## src/rtl/matmul_output_writer_pkg.sv

```systemverilog
// Shared constants and types for the matmul output-writer slice.
package matmul_pkg;

  localparam int DWIDTH    = 16;
  localparam int MAT       = 4;
  localparam int AWIDTH    = 7;
  localparam int MEM_WIDTH = 64;

  // Element bit pattern; the writer never interprets it numerically.
  typedef logic [DWIDTH-1:0] fp16_t;

  typedef enum logic [1:0] {
    S_IDLE   = 2'd0,
    S_WRITE  = 2'd1,
    S_FINISH = 2'd2
  } state_t;

endpackage

```

## src/rtl/matmul_output_writer_if.sv

```systemverilog
// Ready-gated write port into the matrix C RAM.
interface matmul_output_writer_if #(
  parameter int AW = matmul_pkg::AWIDTH,
  parameter int MW = matmul_pkg::MEM_WIDTH
);

  logic          we_c;
  logic [AW-1:0] addr_c;
  logic [MW-1:0] data_c;
  logic          mem_ready;

  modport master (output we_c, output addr_c, output data_c, input mem_ready);
  modport slave  (input we_c, input addr_c, input data_c, output mem_ready);

endinterface

```

## src/rtl/matmul_output_writer_row_mux.sv

```systemverilog
// Selects one row of the result snapshot and packs it into a RAM word,
// column 0 in the least significant element.
module matmul_row_mux #(
  parameter int DWIDTH = matmul_pkg::DWIDTH,
  parameter int MAT    = matmul_pkg::MAT,
  parameter int ROWB   = 2
) (
  input  logic [MAT*MAT*DWIDTH-1:0] mat,
  input  logic [ROWB-1:0]           row,
  output logic [MAT*DWIDTH-1:0]     word
);
  import matmul_pkg::*;

  // Row i of the flat matrix is contiguous, so the element order carries over.
  always_comb begin
    word = '0;
    for (int j = 0; j < MAT; j++) begin
      word[j*DWIDTH +: DWIDTH] = mat[(int'(row)*MAT + j)*DWIDTH +: DWIDTH];
    end
  end

endmodule

```

## src/rtl/matmul_output_writer.sv

```systemverilog
// Snapshots the systolic array results on done and drains them row by row
// into the matrix C RAM through a ready-gated write port.
//
// state    | meaning
// S_IDLE   | no job held; a done pulse loads the snapshot
// S_WRITE  | we_c high, row `row` presented until mem_ready accepts it
// S_FINISH | writes_done pulse, one cycle, new jobs still refused
module matmul_output_writer #(
  parameter int DWIDTH    = matmul_pkg::DWIDTH,
  parameter int MAT       = matmul_pkg::MAT,
  parameter int AWIDTH    = matmul_pkg::AWIDTH,
  parameter int MEM_WIDTH = matmul_pkg::MEM_WIDTH
) (
  input  logic                      clk,
  input  logic                      reset,
  input  logic                      done_mat_mul,
  input  logic [MAT*MAT*DWIDTH-1:0] c_flat,
  input  logic [AWIDTH-1:0]         c_loc,
  matmul_output_writer_if.master    ram,
  output logic                      busy,
  output logic                      writes_done,
  output logic                      overrun
);
  import matmul_pkg::*;

  localparam int ROW_W = MAT * DWIDTH;
  localparam int MAT_W = MAT * ROW_W;
  localparam int ROWB  = (MAT > 1) ? $clog2(MAT) : 1;
  localparam logic [ROWB-1:0] LAST_ROW = ROWB'(MAT - 1);

  state_t                 state, state_nxt;
  logic [ROWB-1:0]        row, row_nxt;
  logic [AWIDTH-1:0]      base, base_nxt;
  logic [MAT_W-1:0]       snap;
  logic                   load;
  logic                   wd_nxt, ovr_nxt;
  logic                   we_q, we_nxt;
  logic [AWIDTH-1:0]      addr_q, addr_nxt;
  logic [MEM_WIDTH-1:0]   data_q, data_nxt;
  logic                   wd_q, ovr_q;
  logic [MAT_W-1:0]       mux_src;
  logic [ROW_W-1:0]       row_word;

  // State register.
  always_ff @(posedge clk or negedge reset) begin
    if (!reset) state <= S_IDLE;
    else        state <= state_nxt;
  end

  // Next-state, row/base sequencing and the overrun/done flags.
  always_comb begin
    state_nxt = state;
    row_nxt   = row;
    base_nxt  = base;
    load      = 1'b0;
    wd_nxt    = 1'b0;
    ovr_nxt   = ovr_q;
    if (done_mat_mul && state != S_IDLE) ovr_nxt = 1'b1;
    case (state)
      S_IDLE: begin
        if (done_mat_mul) begin
          load      = 1'b1;
          base_nxt  = c_loc;
          row_nxt   = '0;
          state_nxt = S_WRITE;
        end
      end
      S_WRITE: begin
        // we_c is always high here, so mem_ready alone marks acceptance.
        if (ram.mem_ready) begin
          if (row == LAST_ROW) begin
            state_nxt = S_FINISH;
            wd_nxt    = 1'b1;
          end else begin
            row_nxt = row + ROWB'(1);
          end
        end
      end
      S_FINISH: state_nxt = S_IDLE;
      default:  state_nxt = S_IDLE;
    endcase
  end

  // Row 0 must come straight from c_flat on the load edge.
  assign mux_src = load ? c_flat : snap;

  matmul_row_mux #(
    .DWIDTH (DWIDTH),
    .MAT    (MAT),
    .ROWB   (ROWB)
  ) u_row_mux (
    .mat  (mux_src),
    .row  (row_nxt),
    .word (row_word)
  );

  // Next values of the registered write port; address/data hold when idle.
  always_comb begin
    we_nxt   = (state_nxt == S_WRITE);
    addr_nxt = addr_q;
    data_nxt = data_q;
    if (we_nxt) begin
      addr_nxt = base_nxt + AWIDTH'(row_nxt);
      data_nxt = row_word;
    end
  end

  // Datapath and output registers.
  always_ff @(posedge clk or negedge reset) begin
    if (!reset) begin
      row    <= '0;
      base   <= '0;
      snap   <= '0;
      we_q   <= 1'b0;
      addr_q <= '0;
      data_q <= '0;
      wd_q   <= 1'b0;
      ovr_q  <= 1'b0;
    end else begin
      row    <= row_nxt;
      base   <= base_nxt;
      if (load) snap <= c_flat;
      we_q   <= we_nxt;
      addr_q <= addr_nxt;
      data_q <= data_nxt;
      wd_q   <= wd_nxt;
      ovr_q  <= ovr_nxt;
    end
  end

  assign ram.we_c    = we_q;
  assign ram.addr_c  = addr_q;
  assign ram.data_c  = data_q;
  assign busy        = (state != S_IDLE);
  assign writes_done = wd_q;
  assign overrun     = ovr_q;

endmodule

```

## src/flat_wrapper.sv

```systemverilog
// flat-port wrapper written by rule: the top's interface ports become plain ports
module matmul_output_writer_flat import matmul_pkg::*;
#(
  parameter int DWIDTH    = matmul_pkg::DWIDTH,
  parameter int MAT       = matmul_pkg::MAT,
  parameter int AWIDTH    = matmul_pkg::AWIDTH,
  parameter int MEM_WIDTH = matmul_pkg::MEM_WIDTH
)
  (clk, reset, done_mat_mul, c_flat, c_loc, busy, writes_done, overrun, ram_we_c, ram_addr_c, ram_data_c, ram_mem_ready);
  matmul_output_writer_if ram_i ();
  input  logic clk;
  input  logic reset;
  input  logic done_mat_mul;
  input  logic [MAT*MAT*DWIDTH-1:0] c_flat;
  input  logic [AWIDTH-1:0] c_loc;
  output logic busy;
  output logic writes_done;
  output logic overrun;
  output wire logic [$bits(ram_i.we_c)-1:0] ram_we_c;
  output wire logic [$bits(ram_i.addr_c)-1:0] ram_addr_c;
  output wire logic [$bits(ram_i.data_c)-1:0] ram_data_c;
  input wire logic [$bits(ram_i.mem_ready)-1:0] ram_mem_ready;
  assign ram_we_c = ram_i.we_c;
  assign ram_addr_c = ram_i.addr_c;
  assign ram_data_c = ram_i.data_c;
  assign ram_i.mem_ready = ram_mem_ready;
  matmul_output_writer #(.DWIDTH(DWIDTH), .MAT(MAT), .AWIDTH(AWIDTH), .MEM_WIDTH(MEM_WIDTH)) u_core (.clk(clk), .reset(reset), .done_mat_mul(done_mat_mul), .c_flat(c_flat), .c_loc(c_loc), .ram(ram_i), .busy(busy), .writes_done(writes_done), .overrun(overrun));
endmodule
```

## config.mk

```make
export PLATFORM = sky130hd
export DESIGN_NAME = matmul_output_writer_flat
export DESIGN_NICKNAME = d
export VERILOG_FILES = /design/src/rtl/matmul_output_writer_pkg.sv /design/src/rtl/matmul_output_writer_if.sv /design/src/rtl/matmul_output_writer_row_mux.sv /design/src/rtl/matmul_output_writer.sv /design/src/flat_wrapper.sv
export SDC_FILE = /design/constraint.sdc
export NUM_CORES = 1
export LEC_CHECK = 0
export CAP_MARGIN = 20
export CORE_UTILIZATION = 45
export CTS_CLUSTER_DIAMETER = 50
export DETAILED_ROUTE_END_ITERATION = 12
export GPL_TIMING_DRIVEN = 0
export PLACE_DENSITY_LB_ADDON = 0.3
export SYNTH_ARGS = -nofsm -noshare
export SYNTH_HDL_FRONTEND = slang
export SYNTH_HIERARCHICAL = 1
export SYNTH_SLANG_ARGS = --single-unit
```

## constraint.sdc

```tcl
create_clock -name clk -period 2.74 [get_ports clk]
set_input_delay 0.685 -clock clk [delete_from_list [all_inputs] [get_ports clk]]
set_output_delay 0.685 -clock clk [all_outputs]
set_load 0.02 [all_outputs]
```

[Word level (Yosys, flattened, before mapping)]
Index checks and enable logic that the tools add are counted.
Operators by class
  $add $sub $neg: 5
  equality and inequality tests: 3
  shifts and indexed selects: 4
  multiplexer cells: 16
  reduce and logical (&&, ||, !) cells: 3
Operator list (count)
  variable part select 256 x 10 -> 16 bit: 3
  2-to-1 mux 256 bit: 1
  variable part select 256 x 9 -> 16 bit: 1
  2-to-1 mux 7 bit: 2
  2-to-1 mux 2 bit: 6
  adder 4 x 2 -> 5 bit (second input constant): 2
  one-hot mux 2 bit (2 select lines): 2
  adder 7 x 2 -> 7 bit: 1
  adder 4 x 1 -> 5 bit (second input constant): 1
  2-to-1 mux 1 bit: 5
  == test 2 x 1 -> 1 bit (second input constant): 2
  adder 2 x 1 -> 2 bit (second input constant): 1
  == test 2 bit (second input constant): 1
  logical NOT 2 bit: 1
  nonzero test 2 bit: 1
  logical AND 1 bit: 1
Word-level totals
  flip-flop bits (word level): 341
  input port bits: 267
  output and inout bits: 75

[Logic depth before layout (Yosys ltp)]
Gate-level depths: netlist (run 1).
  depth after elaboration: 6
  gate-level depth with buffers: 11
  mapped depth without buffers: 9

[By module]
Netlist (run 1), hierarchy kept.
By module, submodules not included
  matmul_output_writer: instances 1, cells each 907, area an instance 12879.9 µm², seq. area each 8533.2 µm²
  matmul_row_mux: instances 1, cells each 78, area an instance 1622.8 µm², seq. area each 0.0 µm²

[Least setup slack after synthesis (run 1)]
OpenSTA, ideal clock, no wires.
  path type: input -> register
  start: input port done_mat_mul
  end: register u_core.addr_q[6], in the netlist u_core/ram.addr_c[6]
  setup time: 0.069 ns
  data arrival time: 2.820 ns
  data required time: 2.671 ns
  setup slack: -0.149 ns
  cell stages on the path: 10
  buffers on the path: 3
  path through: nor3b_1 buf_2 buf_2 buf_2 mux2_2 ha_1 inv_1 fa_1 or4_1 nand3_1
On the way
  cells in the longest elaborated chain, start to end: 3
  elaborated cells on any way between the ends: 8
  those cells by class: 1 x add/sub; 1 x eq/ne; 6 x mux
Ends and longest elaborated chain
  from (decl): RTL line flat_wrapper.sv:13  | input logic done_mat_mul;
  2-to-1 mux 7 bit: RTL line matmul_output_writer.sv:61  | if (done_mat_mul) begin
  2-to-1 mux 7 bit: RTL line matmul_output_writer.sv:59  | case (state)
  via u_core.base_nxt[0]: RTL line matmul_output_writer.sv:33  | logic [AWIDTH-1:0] base, base_nxt;
  adder 7 x 2 -> 7 bit: RTL line matmul_output_writer.sv:103  | addr_nxt = base_nxt + AWIDTH'(row_nxt);
  to (signal assigned): RTL line matmul_output_writer.sv:124  | addr_q <= addr_nxt;
  to (decl): RTL line matmul_output_writer.sv:38  | logic [AWIDTH-1:0] addr_q, addr_nxt;
The timed path passes the listed nets, and every way through them passes these cells.
A chain may end at the register's enable or synchronous reset.

[Worst setup path after layout (run 1)]
  start: input port ram_mem_ready
  end: register u_core.addr_q[6], in the netlist u_core/ram.addr_c[6]
On the way
  cells in the longest elaborated chain, start to end: 3
  elaborated cells on any way between the ends: 6
  those cells by class: 1 x add/sub; 1 x eq/ne; 4 x mux
Ends and longest elaborated chain
  from (decl): RTL line flat_wrapper.sv:22  | input wire logic [$bits(ram_i.mem_ready)-1:0] ram_mem_ready;
  2-to-1 mux 2 bit: RTL line matmul_output_writer.sv:70  | if (ram.mem_ready) begin
  one-hot mux 2 bit (2 select lines): RTL line matmul_output_writer.sv:59
  via u_core.row_nxt[0]: RTL line matmul_output_writer.sv:32  | logic [ROWB-1:0] row, row_nxt;
  adder 7 x 2 -> 7 bit: RTL line matmul_output_writer.sv:103
The timed path passes the listed nets, and every way through them passes these cells.

==> results of run 1 <==
## worst max-delay path, stage by stage
cell             delay [ns]
clkdlybuf4s50_1        0.45
nor2b_1                0.16
nand2_1                0.10
nor2_1                 0.05
a211oi_2               0.43
ha_4                   0.23
inv_1                  0.06
fa_2                   0.37
or4_4                  0.53
nand3_1                0.09
## routing by layer
metal	global-route usage, %	wire length [µm]	vias to the layer above
met4	8.31	1010	8
met2	39.7	19200	291
met3	6.38	2610	73
met5	0	50	-
li1	-	-	4284
met1	31.3	16500	4855
## area by class of cell
cell class | count | area, µm²
Timing Repair Buffer | 350 | 3520
Antenna cell | 4 | 10.0
Inverter | 5 | 18.8
Multi-Input combinational cell | 578 | 5600
Fill cell | 2446 | 11600
Sequential cell | 341 | 8530
Clock inverter | 16 | 130
Tap cell | 402 | 503
Buffer | 61 | 502
Clock buffer | 57 | 1210
## cell usage in the layout (no fill, tap or decap), types with 3 or more instances in the layout
master / instances
mux4_1: 4
mux2_2: 264
nand3_1: 4
clkbuf_8: 8
dfrtp_1: 341
clkdlybuf4s50_1: 339
inv_1: 5
nand2_1: 201
buf_4: 16
o21ai_0: 4
buf_2: 14
buf_12: 8
diode_2: 4
inv_6: 3
clkinv_2: 7
mux4_2: 61
nor2_1: 4
clkbuf_4: 20
clkinvlp_4: 4
clkbuf_1: 13
clkbuf_16: 43
## worst paths after layout
path	slack [ns]	cells past startpoint	start	end
hold reg to reg	0.46	1	u_core/overrun	u_core/overrun
max in group asynchronous	1.35	2	reset	u_core/base[1]
setup reg to reg	0.12	11	u_core/state[0]	u_core/ram.addr_c[5]
setup / recovery	0.04	10	ram_mem_ready	u_core/ram.addr_c[6]
min in group clk	0.46	1	u_core/overrun	u_core/overrun
hold / removal	0.22	1	reset	u_core/snap[26]
## synth_stat cells (5+ instances only)
cell type	instances	area, µm²
dfrtp_1	341	8530
mux2_2	264	2970
nand2_1	201	754
mux4_2	61	1370
buf_2	41	205
clkbuf_1	7	26.3
buf_12	6	120
buf_4	5	37.5
inv_1	5	18.8
## timing repair
action,CTS,global route
pin swaps,1,2
buffers inserted,6,1
setup endpoints to repair,70,69
resized for setup,9,34
gates cloned,0,0
## sequential cells by signal, summed over array words and instances (netlist names)
name	flops
u_core/overrun	1
u_core/ram.we_c	1
u_core/row	2
u_core/state	2
u_core/ram.addr_c	7
u_core/snap	256
u_core/ram.data_c	64
u_core/writes_done	1
u_core/base	7
## metrics by stage
stage	TNS [ns]	util (%)	area (µm²)
after CTS	0	62.9	19900
final	0	63.3	20000
after detailed placement	-72.58	58.5	18500
after floorplan	0	-	14500
after global placement	-4834.50	58.3	18400
after global routing	-0.168	63.3	20000
## report_power, final
group	internal [µW]	leakage, µW	switching, µW
registers	7650	0.00404	841
clock network	3190	0.000654	2110
logic	6260	0.00384	5610
total	17100	0.00854	8570
## cells by family after synthesis
family	Yosys count
flops	341
compound gates	18
mux	329
buf+inv	66
simple gates	226
fa+ha+maj	3
xor+xnor	2
==> flow_summary.ini, run 1 <==
[detailed_routing]
drc = 0
dr_total_vias = 9511
drt-wirelength-per-cell_um = 21.7
wirelength_um = 39400
vias_per_cell = 5.24
ant_nets = 0
drt_pass1_iterations = 4
drt_iter0_drc = 439

[global_routing]
grt_pass1_wl_um = 60200
grt_util_all_layers_pct = 24.2
antenna_found_initial = 8
grt_max_degree = 123
grt-ovfl-total = 0
grt_pass1_vias = 10212

[yosys]
synth_edf_count = 0
synth_top_family_by_area = multiplexers
synthXorXnorAreaFrac_pct = 0.121
syn-cell-area_um2 = 14500
ys.flop_type = dfrtp_1
yosys.area_share.simple_pct = 6.23
synth_adder_area_share_pct = 0.311
synth_area_per_cell_um2 = 14.7
ys_async_sr_fraction_pct = 100
synth_cell_types = 39
yosysSeqAreaShare_pct = 58.8
synth_cells = 985
yosys-mux-area-fraction_pct = 30.7
yosys_warnings = 6
syn_nets = 1255
synth-seq-cells = 341
synth_compound_area_share_pct = 0.880

[clock_tree]
cts_hold_buf = 0
cts_tree = yes
cts-root-buf = clkbuf_16
clk_pin_slew_worst_paths_ns = 0.06
clkLatencyLatePin_ns = 0.53
clock-sinks = 341
cts-htree-levels = 2
numCtsBuffers = 41
clock_path_buffers = 3

[timing]
finalHoldViolCount = 0
fin_crit_ns = 2.70
slew_viol_final = 0
finalSetupViolations = 0
rsz0062_at_grt = yes
tightest_slew_ns = 0.930
skew_ns = 0.0185
fmax_ghz = 0.371
period_share_pct = 98.5
hold_ws_ns = 0.223
relSlewSlack_pct = 38.0
setup_slack_ns = 0.0418

[die]
start_util_pct = 45.8
dieArea_um2 = 32900
core_region_area_um2 = 31600
chipWidth_um = 182
row_count = 65
die_h_um = 182
ios = 342

[worst_setup_path]
crit_arrival_ns = 3.16
crit_path_end_kind = register
crit_required_ns = 3.20
cp_max_fo = 3
worstSetupPathType = in -> reg
crit_path_start_kind = input port

[final_layout]
area_growth_pct = 38.1
post_route_cells_drive_above_1_share_pct = 33.0
instances_no_fill = 1814
fin_nets = 1648

[min_path]
min_path_type = in -> async

[placed_design]
dp_slack_ns = -0.974
io_buffers = 341
dp_cells = 1730
dp_hpwl_um = 27300
gp_congestion = 0.821

[status]
status = finished, final reports clean

[power]
power_density_nw_per_um2 = 1280
p_leak_uw = 0.00854
ir_worst_vdd_v = 0.000704
fin_total_pwr_uw = 25700

[flow_run]
maxCapViolations = 0
(Power assumes the default switching activity.)
==> run 2: changes to the inputs <==
--- a/config.mk
+++ b/config.mk
@@ -7,7 +7,6 @@
 export LEC_CHECK = 0
 export CAP_MARGIN = 20
 export CORE_UTILIZATION = 45
-export CTS_CLUSTER_DIAMETER = 50
 export DETAILED_ROUTE_END_ITERATION = 12
 export GPL_TIMING_DRIVEN = 0
 export PLACE_DENSITY_LB_ADDON = 0.3
==> run 2 against run 1 <==
Net effect: clock power rose by 0.9%; via count rose by 0.55%; cell count barely moved; maximum frequency rose by 3.1%; largest power group unchanged; register-to-register slack barely moved; routed wire length barely moved; combinational power barely moved; sequential share of layout area rose by 0.065 points; count of clock-buffer cells in the layout rose by 1; worst setup slack improved by 0.081 ns; global-route usage rose by 0.12 points; highest routed layer unchanged.
==> flow_summary.ini, run 2 (synthesized netlist as in run 1, its figures left out) <==
[status]
status = finished, final reports clean

[detailed_routing]
dr_total_vias = 9563
drt_pass1_iterations = 4
drt-wirelength-per-cell_um = 21.7
wirelength_um = 39400
drc = 0
vias_per_cell = 5.27
ant_nets = 0
drt_iter0_drc = 471

[timing]
fmax_ghz = 0.382
tightest_slew_ns = 0.889
period_share_pct = 95.5
finalHoldViolCount = 0
rsz0062_at_grt = yes
finalSetupViolations = 0
fin_crit_ns = 2.62
skew_ns = 0.0103
slew_viol_final = 0
setup_slack_ns = 0.122
relSlewSlack_pct = 40.8

[die]
core_region_area_um2 = 31600
die_h_um = 182
chipWidth_um = 182
start_util_pct = 45.8
ios = 342
dieArea_um2 = 32900
row_count = 65

[global_routing]
grt_pass1_wl_um = 60500
grt_pass1_vias = 10242
grt_util_all_layers_pct = 24.4
grt-ovfl-total = 0
grt_max_degree = 123
antenna_found_initial = 9

[clock_tree]
clkLatencyLatePin_ns = 0.51
clock-sinks = 341
cts-root-buf = clkbuf_16
clk_pin_slew_worst_paths_ns = 0.06
numCtsBuffers = 39
clock_path_buffers = 3
cts_tree = yes
cts_hold_buf = 0
cts-htree-levels = 2

[placed_design]
dp_slack_ns = -0.974
dp_cells = 1730
dp_hpwl_um = 27300
gp_congestion = 0.821
io_buffers = 341

[worst_setup_path]
crit_path_start_kind = input port
crit_path_end_kind = register
worstReg2RegStart = u_core/state[0]
crit_arrival_ns = 3.07
critPathMaxStageDelay_ns = 0.53
r2r_end = u_core/ram.addr_c[5]
cp_max_fo = 10
crit_required_ns = 3.19
r2r_slack_ns = 0.13
ff2ff_path_depth = 11
path_cells = dlygate4sd2_1 > nor3b_2 > buf_4 > buf_12 > buf_12 > mux2_2 > ha_2 > inv_1 > fa_2 > or4_1 > nand3_1
crit_top_cell = buf_12
crit_slowest_cell = or4_1
worstSetupPathType = in -> reg

[power]
ir_worst_vdd_v = 0.000730
p_leak_uw = 0.00854
power_density_nw_per_um2 = 1280

[final_layout]
final_cell_mix = dfrtp_1, clkdlybuf4s50_1, mux2_2
fillers = 2431
largest_register_ffs = 256
regMostFlops = u_core/snap
fin_nets = 1648
post_route_cells_drive_above_1_share_pct = 32.9
layout.cells.most_common = dfrtp_1
final-seq-area_um2 = 8530
instances_no_fill = 1815
area_growth_pct = 37.9
multi_input_area_um2 = 5570

[flow_run]
maxCapViolations = 0

[min_path]
min_path_type = in -> async
-- run 2: cell types whose count changed in the layout (fill, tap and decap cells not counted), moves of 2 or more --
| cell | before | now |
|---|---|---|
| clkbuf_8 | 8 | 10 |
| inv_6 | 3 | 0 |
| clkinv_2 | 7 | 5 |
| clkbuf_16 | 43 | 41 |
| diode_2 | 4 | 6 |
| buf_2 | 14 | 19 |
| clkbuf_4 | 20 | 16 |
| bufinv_16 | 1 | 3 |
-- run 2: worst max-delay path: cells and delay by family --
| kind | cells | cell delay, ns |
|---|---|---|
| buffers and inverters | 5 | 0.77 |
| and+or+nand+nor | 3 | 0.79 |
| muxes | 1 | 0.24 |
| adders and majority gates | 2 | 0.58 |
-- run 2: worst max-delay path by stage --
stage	from	to	slack (ns)	depth (start not counted)
3_3_place_gp	reset	u_core/ram.data_c[58]	-13.99	1
5_1_grt	u_core/state[0]	u_core/ram.data_c[17]	-0.005	9
6_report	done_mat_mul	u_core/ram.addr_c[6]	0.12	11
3_5_place_dp	done_mat_mul	u_core/ram.addr_c[5]	-0.97	11
2_1_floorplan	done_mat_mul	u_core/ram.addr_c[6]	0.05	10
4_1_cts	u_core/state[0]	u_core/ram.data_c[17]	0.01	9
-- run 2: report_power, final --
part / total [µW] / internal [µW] / switching (µW)
Combinational: 11800 / 6220 / 5580
Clock: 5350 / 3290 / 2070
Sequential: 8490 / 7650 / 842
Total: 25600 / 17200 / 8490
-- run 2: area by class of cell --
class,instances,area share [%]
flip-flops and latches,341,42.7
multi-input cells,578,27.8
repair buffers,352,17.7
clock buffers,58,5.95
well taps,402,2.51
plain buffers,61,2.45
clock inverters,12,0.732
inverters,5,0.0938
diodes,6,0.0751
-- run 2: stage by stage --
stage                     cell area [µm²]  power (µW)  utilization [%]  hold slack (ns)  TNS (ns)
final                               20000       25600             63.2            0.269         0
after global placement              18400       19900             58.3            0.441  -4834.50
after CTS                           19900       25800             62.9            0.291         0
after detailed placement            18500       20200             58.5            0.448    -72.58
after global routing                20000       27200             63.2            0.327   -0.0122
after floorplan                     14500       16400                -            0.389         0
-- run 2: timing repair --
action | CTS | global route
buffers inserted | 6 | 3
gates resized for setup | 10 | 24
pin swaps | 1 | 3
cloned | 0 | 0
endpoints found under the setup margin | 70 | 69
-- run 2: metal layers --
metal / global-route usage [%] / vias to the layer above / wire, µm
met4: 8.88 / 6 / 1170
met2: 39.5 / 316 / 19100
li1: - / 4268 / -
met1: 31.7 / 4894 / 16500
met3: 6.26 / 79 / 2630
met5: 0 / - / 36
==> run 3: changes to the inputs <==
--- a/config.mk
+++ b/config.mk
@@ -10,6 +10,7 @@
 export DETAILED_ROUTE_END_ITERATION = 12
 export GPL_TIMING_DRIVEN = 0
 export PLACE_DENSITY_LB_ADDON = 0.3
+export SETUP_SLACK_MARGIN = 0.05
 export SYNTH_ARGS = -nofsm -noshare
 export SYNTH_HDL_FRONTEND = slang
 export SYNTH_HIERARCHICAL = 1
==> run 3 against run 2 <==
Net effect: sequential power about the same; first-iteration DRC count decreased by 5.5%; critical endpoint is now busy; register-to-register slack improved by 0.02 ns; largest power group unchanged; total power decreased by 2.2%; clock power decreased by 8.6%; critical path depth decreased by 8; core utilization decreased by 0.44 points.
==> flow_summary.ini, run 3 (synthesized netlist as in run 1, its figures left out) <==
[clock_tree]
cts_hold_buf = 0
clk_pin_slew_worst_paths_ns = 0.06
clock-sinks = 341
clkLatencyLatePin_ns = 0.51
numCtsBuffers = 37
clock_path_buffers = 3
cts-root-buf = clkbuf_16
cts-htree-levels = 2
cts_tree = yes

[timing]
setup_slack_ns = 0.142
hold_ws_ns = 0.0519
fmax_ghz = 0.385
slew_viol_final = 0
rsz0062_at_grt = yes
fin_crit_ns = 2.60
skew_ns = 0.0106
relSlewSlack_pct = 56.6
period_share_pct = 94.8
tightest_slew_ns = 0.651
finalHoldViolCount = 0
finalSetupViolations = 0

[worst_setup_path]
crit_path_end_kind = output pin
crit_arrival_ns = 1.91
crit_path_start_kind = register
cp_max_fo = 10
crit_required_ns = 2.06
worstSetupPathType = reg -> out

[placed_design]
dp_hpwl_um = 27500
dp_slack_ns = -0.870
io_buffers = 341
gp_congestion = 0.808

[final_layout]
area_growth_pct = 37.0
layout.cells.most_common = dfrtp_1
post_route_cells_drive_above_1_share_pct = 32.1
regMostFlops = u_core/snap
largest_register_ffs = 256
final_cell_mix = dfrtp_1, clkdlybuf4s50_1, mux2_2
fin_nets = 1642
fillers = 2409

[detailed_routing]
drc = 0
drt_iter0_drc = 445
vias_per_cell = 5.27
dr_total_vias = 9514
ant_nets = 0
drt-wirelength-per-cell_um = 21.7
wirelength_um = 39200
drt_pass1_iterations = 4

[die]
chipWidth_um = 182
row_count = 65
dieArea_um2 = 32900
start_util_pct = 45.8
die_h_um = 182
ios = 342
core_region_area_um2 = 31600

[global_routing]
antenna_found_initial = 7
grt_util_all_layers_pct = 24.2
grt_pass1_vias = 10345
grt-ovfl-total = 0
grt_max_degree = 123
grt_pass1_wl_um = 60200

[min_path]
min_path_type = in -> async

[power]
power_density_nw_per_um2 = 1260
p_leak_uw = 0.00847
ir_worst_vdd_v = 0.000661

[flow_run]
maxCapViolations = 0

[status]
status = finished, final reports clean
run 3: cell types whose count changed in the layout (fill, tap and decap cells not counted), moves of 2 or more:
cell and change:
clkbuf_1 +3, clkbuf_16 -2, diode_2 -2, clkinv_2 -2, buf_2 -5, clkbuf_4 +4, clkinvlp_4 -3, buf_4 -5
clkbuf_8 +2, bufinv_16 -3
run 3: worst paths after layout:
path | startpoint | to | slack (ns) | cells after the start
hold / removal | reset | u_core/snap[212] | 0.05 | 1
setup reg to reg | u_core/state[0] | u_core/ram.addr_c[4] | 0.15 | 11
setup / recovery | u_core/state[0] | busy | 0.14 | 3
max in group asynchronous | reset | u_core/snap[58] | 1.48 | 3
hold reg to reg | u_core/overrun | u_core/overrun | 0.46 | 1
min in group clk | u_core/overrun | u_core/overrun | 0.46 | 1
run 3: critical path, stage by stage (launching register included):
cell and delay, ns:
dfrtp_1 0.39, buf_6 0.14, or2_2 0.32, clkdlybuf4s50_1 0.55
run 3: power by group:
part           internal, µW  switching [µW]
combinational          6180            5520
clock                  2930            1960
sequential             7650             840
total                 16800            8320
run 3: metrics by stage:
stage / instances / power [µW] / utilization (%) / setup TNS (ns) / cell area (µm²)
final: 1804 / 25100 / 62.8 / 0 / 19900
after global placement: 1728 / 19900 / 58.3 / -4844.38 / 18400
after detailed placement: 1731 / 20200 / 58.6 / -68.61 / 18500
after global routing: 1804 / 26600 / 62.8 / 0 / 19900
after floorplan: 985 / 16400 / - / 0 / 14500
after CTS: 1797 / 25300 / 62.5 / 0 / 19800
run 3: cell type report:
| cell class | count | area, µm² | share of cell area (%) |
|---|---|---|---|
| clock buffer | 61 | 1180 | 5.93 |
| multi-input combinational | 578 | 5560 | 28.0 |
| timing repair buffer | 348 | 3530 | 17.8 |
| clock inverter | 4 | 23.8 | 0.120 |
| sequential | 341 | 8530 | 43.0 |
| buffer | 61 | 505 | 2.54 |
| inverter | 5 | 18.8 | 0.0945 |
| antenna | 4 | 10.0 | 0.0504 |
| tap | 402 | 503 | 2.53 |
run 3: layer usage:
metal,wire length (µm),part of all wire [%],GRT usage (%),up-vias
met3,2660,6.8,6.28,72
met4,1130,2.9,8.14,6
met5,35,0.089,0,-
met1,16300,42,31.2,4860
met2,19100,49,40.0,309
li1,-,-,-,4267
run 3: what timing repair did:
action | CTS | global route
setup endpoints to repair | 70 | 68
hold endpoints to repair | 0 | 0
resized for setup | 11 | 23
setup buffers | 1 | 3
pin swaps | 1 | 2
